$ cat src/rtl/regfile_wb_ctrl.sv
// rtl/regfile_wb_ctrl.sv - round-robin writeback arbiter, pending-write scoreboard and read bypass
// Optional macro RF_WB_BYPASS_EN forwards the registered write to the read ports.
module regfile_wb_ctrl #(
    parameter int DATA_WIDTH = 32,
    parameter int NUM_REGS   = 32,
    parameter int NUM_REQ    = 2,
    localparam int AW        = $clog2(NUM_REGS)
) (
    input  logic                          clk,
    input  logic                          rst_n,
    input  logic [NUM_REQ-1:0]            req_valid_i,
    input  logic [NUM_REQ*AW-1:0]         req_addr_i,
    input  logic [NUM_REQ*DATA_WIDTH-1:0] req_data_i,
    output logic [NUM_REQ-1:0]            req_ready_o,
    input  logic                          alloc_valid_i,
    input  logic [AW-1:0]                 alloc_addr_i,
    output logic [NUM_REGS-1:0]           reg_busy_o,
    output logic                          wb_we_o,
    output logic [AW-1:0]                 wb_addr_o,
    output logic [DATA_WIDTH-1:0]         wb_data_o,
    input  logic [AW-1:0]                 rd_a1_i,
    input  logic [AW-1:0]                 rd_a2_i,
    input  logic [DATA_WIDTH-1:0]         rf_rd1_i,
    input  logic [DATA_WIDTH-1:0]         rf_rd2_i,
    output logic [DATA_WIDTH-1:0]         byp_rd1_o,
    output logic [DATA_WIDTH-1:0]         byp_rd2_o
);

    localparam int RRW = (NUM_REQ > 1) ? $clog2(NUM_REQ) : 1;

    logic [RRW-1:0]        rr_q, rr_d;
    logic [NUM_REGS-1:0]   busy_q, busy_d;
    logic                  wb_we_q, wb_we_d;
    logic [AW-1:0]         wb_addr_q, wb_addr_d;
    logic [DATA_WIDTH-1:0] wb_data_q, wb_data_d;

    logic [NUM_REQ-1:0]    grant;
    logic                  xfer;
    logic [RRW-1:0]        gnt_idx;
    logic [AW-1:0]         sel_addr;
    logic [DATA_WIDTH-1:0] sel_data;

    // Scan upward from the pointer with wrap-around; first valid requester wins.
    always_comb begin
        int idx;
        grant    = '0;
        xfer     = 1'b0;
        gnt_idx  = '0;
        sel_addr = '0;
        sel_data = '0;
        for (int k = 0; k < NUM_REQ; k++) begin
            idx = int'(rr_q) + k;
            if (idx >= NUM_REQ) begin
                idx = idx - NUM_REQ;
            end
            if (!xfer && req_valid_i[idx]) begin
                xfer        = 1'b1;
                grant[idx]  = 1'b1;
                gnt_idx     = RRW'(idx);
                sel_addr    = req_addr_i[idx*AW +: AW];
                sel_data    = req_data_i[idx*DATA_WIDTH +: DATA_WIDTH];
            end
        end
    end

    assign req_ready_o = grant;

    always_comb begin
        rr_d      = rr_q;
        busy_d    = busy_q;
        wb_we_d   = 1'b0;
        wb_addr_d = wb_addr_q;
        wb_data_d = wb_data_q;
        if (xfer) begin
            rr_d      = (int'(gnt_idx) == NUM_REQ - 1) ? '0 : gnt_idx + RRW'(1);
            busy_d[sel_addr] = 1'b0;
            wb_we_d   = (sel_addr != '0);
            wb_addr_d = sel_addr;
            wb_data_d = sel_data;
        end
        // Set after clear: a same-cycle allocation belongs to a younger producer.
        if (alloc_valid_i && alloc_addr_i != '0) begin
            busy_d[alloc_addr_i] = 1'b1;
        end
        busy_d[0] = 1'b0;
    end

    always_ff @(posedge clk or negedge rst_n) begin
        if (!rst_n) begin
            rr_q      <= '0;
            busy_q    <= '0;
            wb_we_q   <= 1'b0;
            wb_addr_q <= '0;
            wb_data_q <= '0;
        end else begin
            rr_q      <= rr_d;
            busy_q    <= busy_d;
            wb_we_q   <= wb_we_d;
            wb_addr_q <= wb_addr_d;
            wb_data_q <= wb_data_d;
        end
    end

    assign reg_busy_o = busy_q;
    assign wb_we_o    = wb_we_q;
    assign wb_addr_o  = wb_addr_q;
    assign wb_data_o  = wb_data_q;

`ifdef RF_WB_BYPASS_EN
    // Covers the cycle where the file has not yet absorbed the registered write.
    assign byp_rd1_o = (wb_we_q && wb_addr_q == rd_a1_i && rd_a1_i != '0) ? wb_data_q : rf_rd1_i;
    assign byp_rd2_o = (wb_we_q && wb_addr_q == rd_a2_i && rd_a2_i != '0) ? wb_data_q : rf_rd2_i;
`else
    logic unused_rd_addr;
    assign unused_rd_addr = ^{rd_a1_i, rd_a2_i};
    assign byp_rd1_o      = rf_rd1_i;
    assign byp_rd2_o      = rf_rd2_i;
`endif

endmodule
$ cat config.mk
export PLATFORM = sky130hd
export DESIGN_NAME = regfile_wb_ctrl
export DESIGN_NICKNAME = d
export VERILOG_FILES = /design/src/rtl/regfile_wb_ctrl.sv
export SDC_FILE = /design/constraint.sdc
export NUM_CORES = 1
export LEC_CHECK = 0
export CORE_AREA = 2 2 114 116
export CTS_BUF_LIST = sky130_fd_sc_hd__clkbuf_2 sky130_fd_sc_hd__clkbuf_4 sky130_fd_sc_hd__clkbuf_8
export DETAILED_ROUTE_END_ITERATION = 10
export DIE_AREA = 0 0 116 118
export GPL_TIMING_DRIVEN = 0
export PLACE_DENSITY = 0.78
export SLEW_MARGIN = 20
export SYNTH_ARGS = -nofsm -noshare
export SYNTH_HDL_FRONTEND = slang
export SYNTH_SLANG_ARGS = --single-unit
export TNS_END_PERCENT = 30
$ cat constraint.sdc
create_clock -name clk -period 1.65 [get_ports clk]
set_input_delay 0.2475 -clock clk [delete_from_list [all_inputs] [get_ports clk]]
set_output_delay 0.2475 -clock clk [all_outputs]
set_load 0.03 [all_outputs]
Yosys cells after proc, flatten, opt, wreduce, memory -nomap -nowiden. Cells that the tools add are included.

Muxes and demuxes: 30. Reduce and logical (&&, ||, !) cells: 9. Order comparisons: 10. Shifts and indexed selects: 4. Bitwise logic cells: 4. Add/sub/neg operators: 4. $mul: 2.

Operator list (count): $mux W32 (6); $shiftx A64 B32 Y32 (2); $ge A32 B1 Y1 const B (2); $lt A32 B3 Y1 const B (2); $mul A32 B4 Y32 const B (2); $shiftx A10 B32 Y5 (2); $and A32 B32 Y32 (1); $not A32 Y32 (1); $or A32 B32 Y32 (1); $mux W1 (16); $lt A5 B6 Y1 const B (2); $demux W1 S5 (2); $ge A5 B1 Y1 const B (2); $mux W5 (2); $reduce_bool A5 Y1 (2); $logic_and A1 B1 Y1 (6); $mux W2 (2); $sub A1 B2 Y3 const B (1); $sub A2 B2 Y3 const B (1); $add A1 B1 Y2 const B (1); $demux W1 S1 (2); $ge A1 B2 Y1 const B (1); $ge A2 B2 Y1 const B (1); $or A2 B2 Y2 (1); other kinds (2) (2).

Logic and storage cells: 68. Bits in registers: 70.

Depth between registers and ports, before layout.
Depth in word-level cells: 18. Mapped depth: 9.

Least setup slack after synthesis. Ideal clock, no wire load.

Path type: reg2reg. From: register with a tool-made name. To: register busy_q[24] (netlist: reg_busy_o[24]). Setup time: 139 ps. Clock period less this slack: 1609 ps. Path slack: 41 ps. Stages on the path, launching flop included: 7. Arrival time: 1469 ps. Required time: 1511 ps. Buffers on the path: 2. Cell sequence: dfrtp_1 > nand2b_1 > buf_2 > a32o_2 > buf_6 > nor4_1 > a21oi_1.

RTL lines: to (signal assigned) (line 97) `busy_q <= busy_d;`; to (decl) (line 32) `logic [NUM_REGS-1:0] busy_q, busy_d;`.

==> flow_metrics.tcl <==
set metrics [dict create \
    utilization_pct 54.8 \
    fmax_ghz 0.592 \
    gp_congestion 0.870 \
    crit_family "simple AND/OR/NAND/NOR gates" \
    grt_pass1_vias 4024 \
    vias_per_cell 4.77 \
    synth_nets 593 \
    drt-total-wl_mm 13.9 \
    drt-initial-drc-count 228 \
    multi_input_area_um2 1570 \
    drive_above_1_share_pct 21.3 \
    ir_drop_v 0.000628 \
    dieWidth_um 116 \
    grt-ovfl-total 0 \
    start_util_pct 30.6 \
    post-route-period-util_pct 102 \
    grt_max_degree 38 \
    period_minus_slack_ps 1690 \
    setup_ws_ps -39.6 \
    dr_total_vias 4084 \
    p_sw_uw 2030 \
    synth-warning-count 0 \
    setup_tns_ps -73.3 \
    combPwrFrac_pct 38.6 \
    maxSlewHeadroom_pct 57.7 \
    finalInstanceArea_um2 6800 \
    cts_tree "done" \
    path_buf_inv 3 \
    antenna_left 0 \
    rows 41 \
    cp.required_ps 1880 \
    die_h_um 118 \
    clk_pin_slew_ps 80 \
    diodes 0 \
    slew_viol_final 0 \
    yosys_register_bits 70 \
    cts_max_level 3 \
    synth_top_area_share_pct 46.1 \
    worst_path_max_delay_cell "dfrtp_1" \
    power.internal_uw 3660 \
    wl_per_cell_um 16.3 \
    synthToLayoutAreaGrowth_pct 78.9 \
    crit_path_max_fanout 10 \
    core_area_um2 12400 \
    arrival_ps 1920 \
    status "complete, but fails checks" \
    insertion_delay_ps 360 \
    drtPass1Iterations 4 \
    dpl.hpwl_mm 10.4 \
    hold_viol 0 \
    drc 0 \
    cts_buffers 9 \
    clkPwrFrac_pct 25.8 \
    cts_buffer_depth 2 \
    tightest_slew_ps 632 \
    end_kind "flop" \
    fin_hold_ws_ps 319 \
    setup_viol 3 \
    ys_seq_area_share_pct 46.1 \
    die_area_um2 13700 \
    rsz0062_at_grt "true" \
    seq_area_um2 1750 \
    ios 294 \
    max_cap_viol_count 0 \
    leakage_uw 0.00301 \
    start_kind "flop" \
    switching_share_pct 35.6 \
    antenna_found_initial 0 \
    fin_nets 837 \
    synth.distinct_cells 33 \
    fillers 1114 \
    powerDensity_nw_per_um2 837 \
    dp_slack_ps -968 \
    critPathMaxStageDelay_ps 390 \
    p_seq_share_pct 35.6 \
    grt.total_usage_pct 19.4 \
    portBuffers 214 \
    synth_top_area_cell "dfrtp_1" \
    crit_chain "nand2_2 > nand2_4 > inv_4 > buf_12 > a32o_2 > buf_6 > nor4_2 > a21oi_1" \
    netlist_area_um2 3800 \
    avgSynthCellArea_um2 8.74 \
    ys_top_cells_by_area "dfrtp_1 46%, buf_4 13%, nor2_1 7.3%, o22ai_1 5.3%, o211ai_1 4.7%" \
    hold_path.class "input pin to flop" \
    violations "negative setup slack" \
    clock_skew_ps 16.1 \
    clock-sinks 70 \
    clock-root-buffer "clkbuf_8" \
    grt_pass1_wl_mm 20.8 \
    postSynthCellCount 435 \
    critical_path_class "flop to flop" \
    placed_area_um2 6180 \
]
registers in the layout, summed over array words and instances (netlist names), named ones only:
name / cells
wb_data_o: 32
reg_busy_o: 31
wb_addr_o: 5
wb_we_o: 1
stage by stage:
stage,total power [uW],std cells
global placement,4110,821
finish,5690,856
global route,5940,856
detailed placement,4150,822
CTS,5670,853
floorplan,3170,435
power groups by stage:
stage	combinational [uW]	clock (uW)	sequential, uW
after floorplan	737	0	2430
after global placement	2050	0	2060
after detailed placement	2080	0	2070
after CTS	2150	1490	2030
after global routing	2320	1570	2050
final	2200	1470	2020
synth_stat cells:
| master | count |
|---|---|
| and3_1 | 2 |
| or2_2 | 1 |
| buf_6 | 2 |
| o211ai_1 | 24 |
| dfrtp_1 | 70 |
| o21a_1 | 1 |
| o22ai_1 | 32 |
| nand2_2 | 2 |
| nor3_1 | 5 |
| buf_4 | 66 |
| and3b_1 | 3 |
| nand2b_1 | 1 |
| a32oi_1 | 2 |
| nor4_1 | 7 |
| nor2b_1 | 5 |
| a32o_1 | 4 |
| a21oi_1 | 8 |
| nand3_1 | 2 |
| buf_2 | 3 |
| o21ai_0 | 24 |
| conb_1 | 1 |
| buf_1 | 3 |
| clkbuf_1 | 15 |
| nand2_1 | 37 |
| nor3_2 | 5 |
| a31oi_1 | 1 |
| or3b_1 | 1 |
| inv_1 | 26 |
| nor2_1 | 74 |
| nor3b_1 | 3 |
| a32o_2 | 1 |
| inv_2 | 1 |
| a32oi_2 | 3 |
final timing paths:
| path | start | cells after the start | end | slack, ps |
|---|---|---|---|---|
| setup reg to reg | flop | 8 | reg_busy_o[28] | -40 |
| hold / removal | req_valid_i[1] | 3 | flop | 320 |
| hold reg to reg | wb_addr_o[3] | 2 | wb_addr_o[3] | 480 |
| min in group asynchronous | rst_n | 2 | reg_busy_o[30] | 390 |
| max in group asynchronous | rst_n | 3 | wb_data_o[24] | 680 |
| setup / recovery | flop | 8 | reg_busy_o[28] | -40 |
worst reg2reg max path, stage by stage (launching register included):
cell     delay [ps]
dfrtp_1         390
nand2_2         100
nand2_4          90
inv_4            50
buf_12          130
a32o_2          270
buf_6           170
nor4_2          280
a21oi_1         100
cells in the final DEF (no fill, tap or decap), drive strengths merged, types with 10 or more instances in the layout:
master | synthesis | routed
clkdlybuf4s50 | 0 | 142
buf | 74 | 95
nor2 | 74 | 74
dfrtp | 70 | 70
dlygate4sd2 | 0 | 57
nand2 | 39 | 39
o22ai | 32 | 32
clkbuf | 15 | 28
inv | 27 | 27
o211ai | 24 | 24
o21ai | 24 | 24
dlymetal6s2s | 0 | 12
nor3 | 10 | 10
final cells by class:
type                       count  area share (%)
tap                          172            3.17
clock buffer                  13            2.45
sequential                    70            25.8
inverter                      27            1.56
timing repair buffer         233            33.8
buffer                        89            9.61
multi-input combinational    249            23.1
clock inverter                 3           0.626
metal layers:
metal	vias up	global-route usage [%]	wire length (um)
li1	1910	-	-
met1	1917	22.5	5280
met2	234	35.3	7260
met3	23	3.66	1140
met4	0	6.32	244
met5	-	0	0
logic make-up (layout without fill, tap and decap cells):
kind of cell	count (synthesis)	count (layout)	synth area share [%]
and+or+nand+nor	148	148	17.7
buffers and inverters	116	365	18.5
other	1	1	0.0987
DFF	70	70	46.1
AOI/OAI and AO/OA	100	100	17.7
what timing repair did:
action / 4_1_cts / 5_1_grt
cloned: 1 / 2
buffers inserted: 13 / 1
hold buffers: 1 / 0
pin swaps: 9 / 13
gates resized for setup: 117 / 36
hold endpoints to repair: 36 / 0
endpoints found under the setup margin: 112 / 53
No activity file was read; power rests on OpenSTA's default activity.
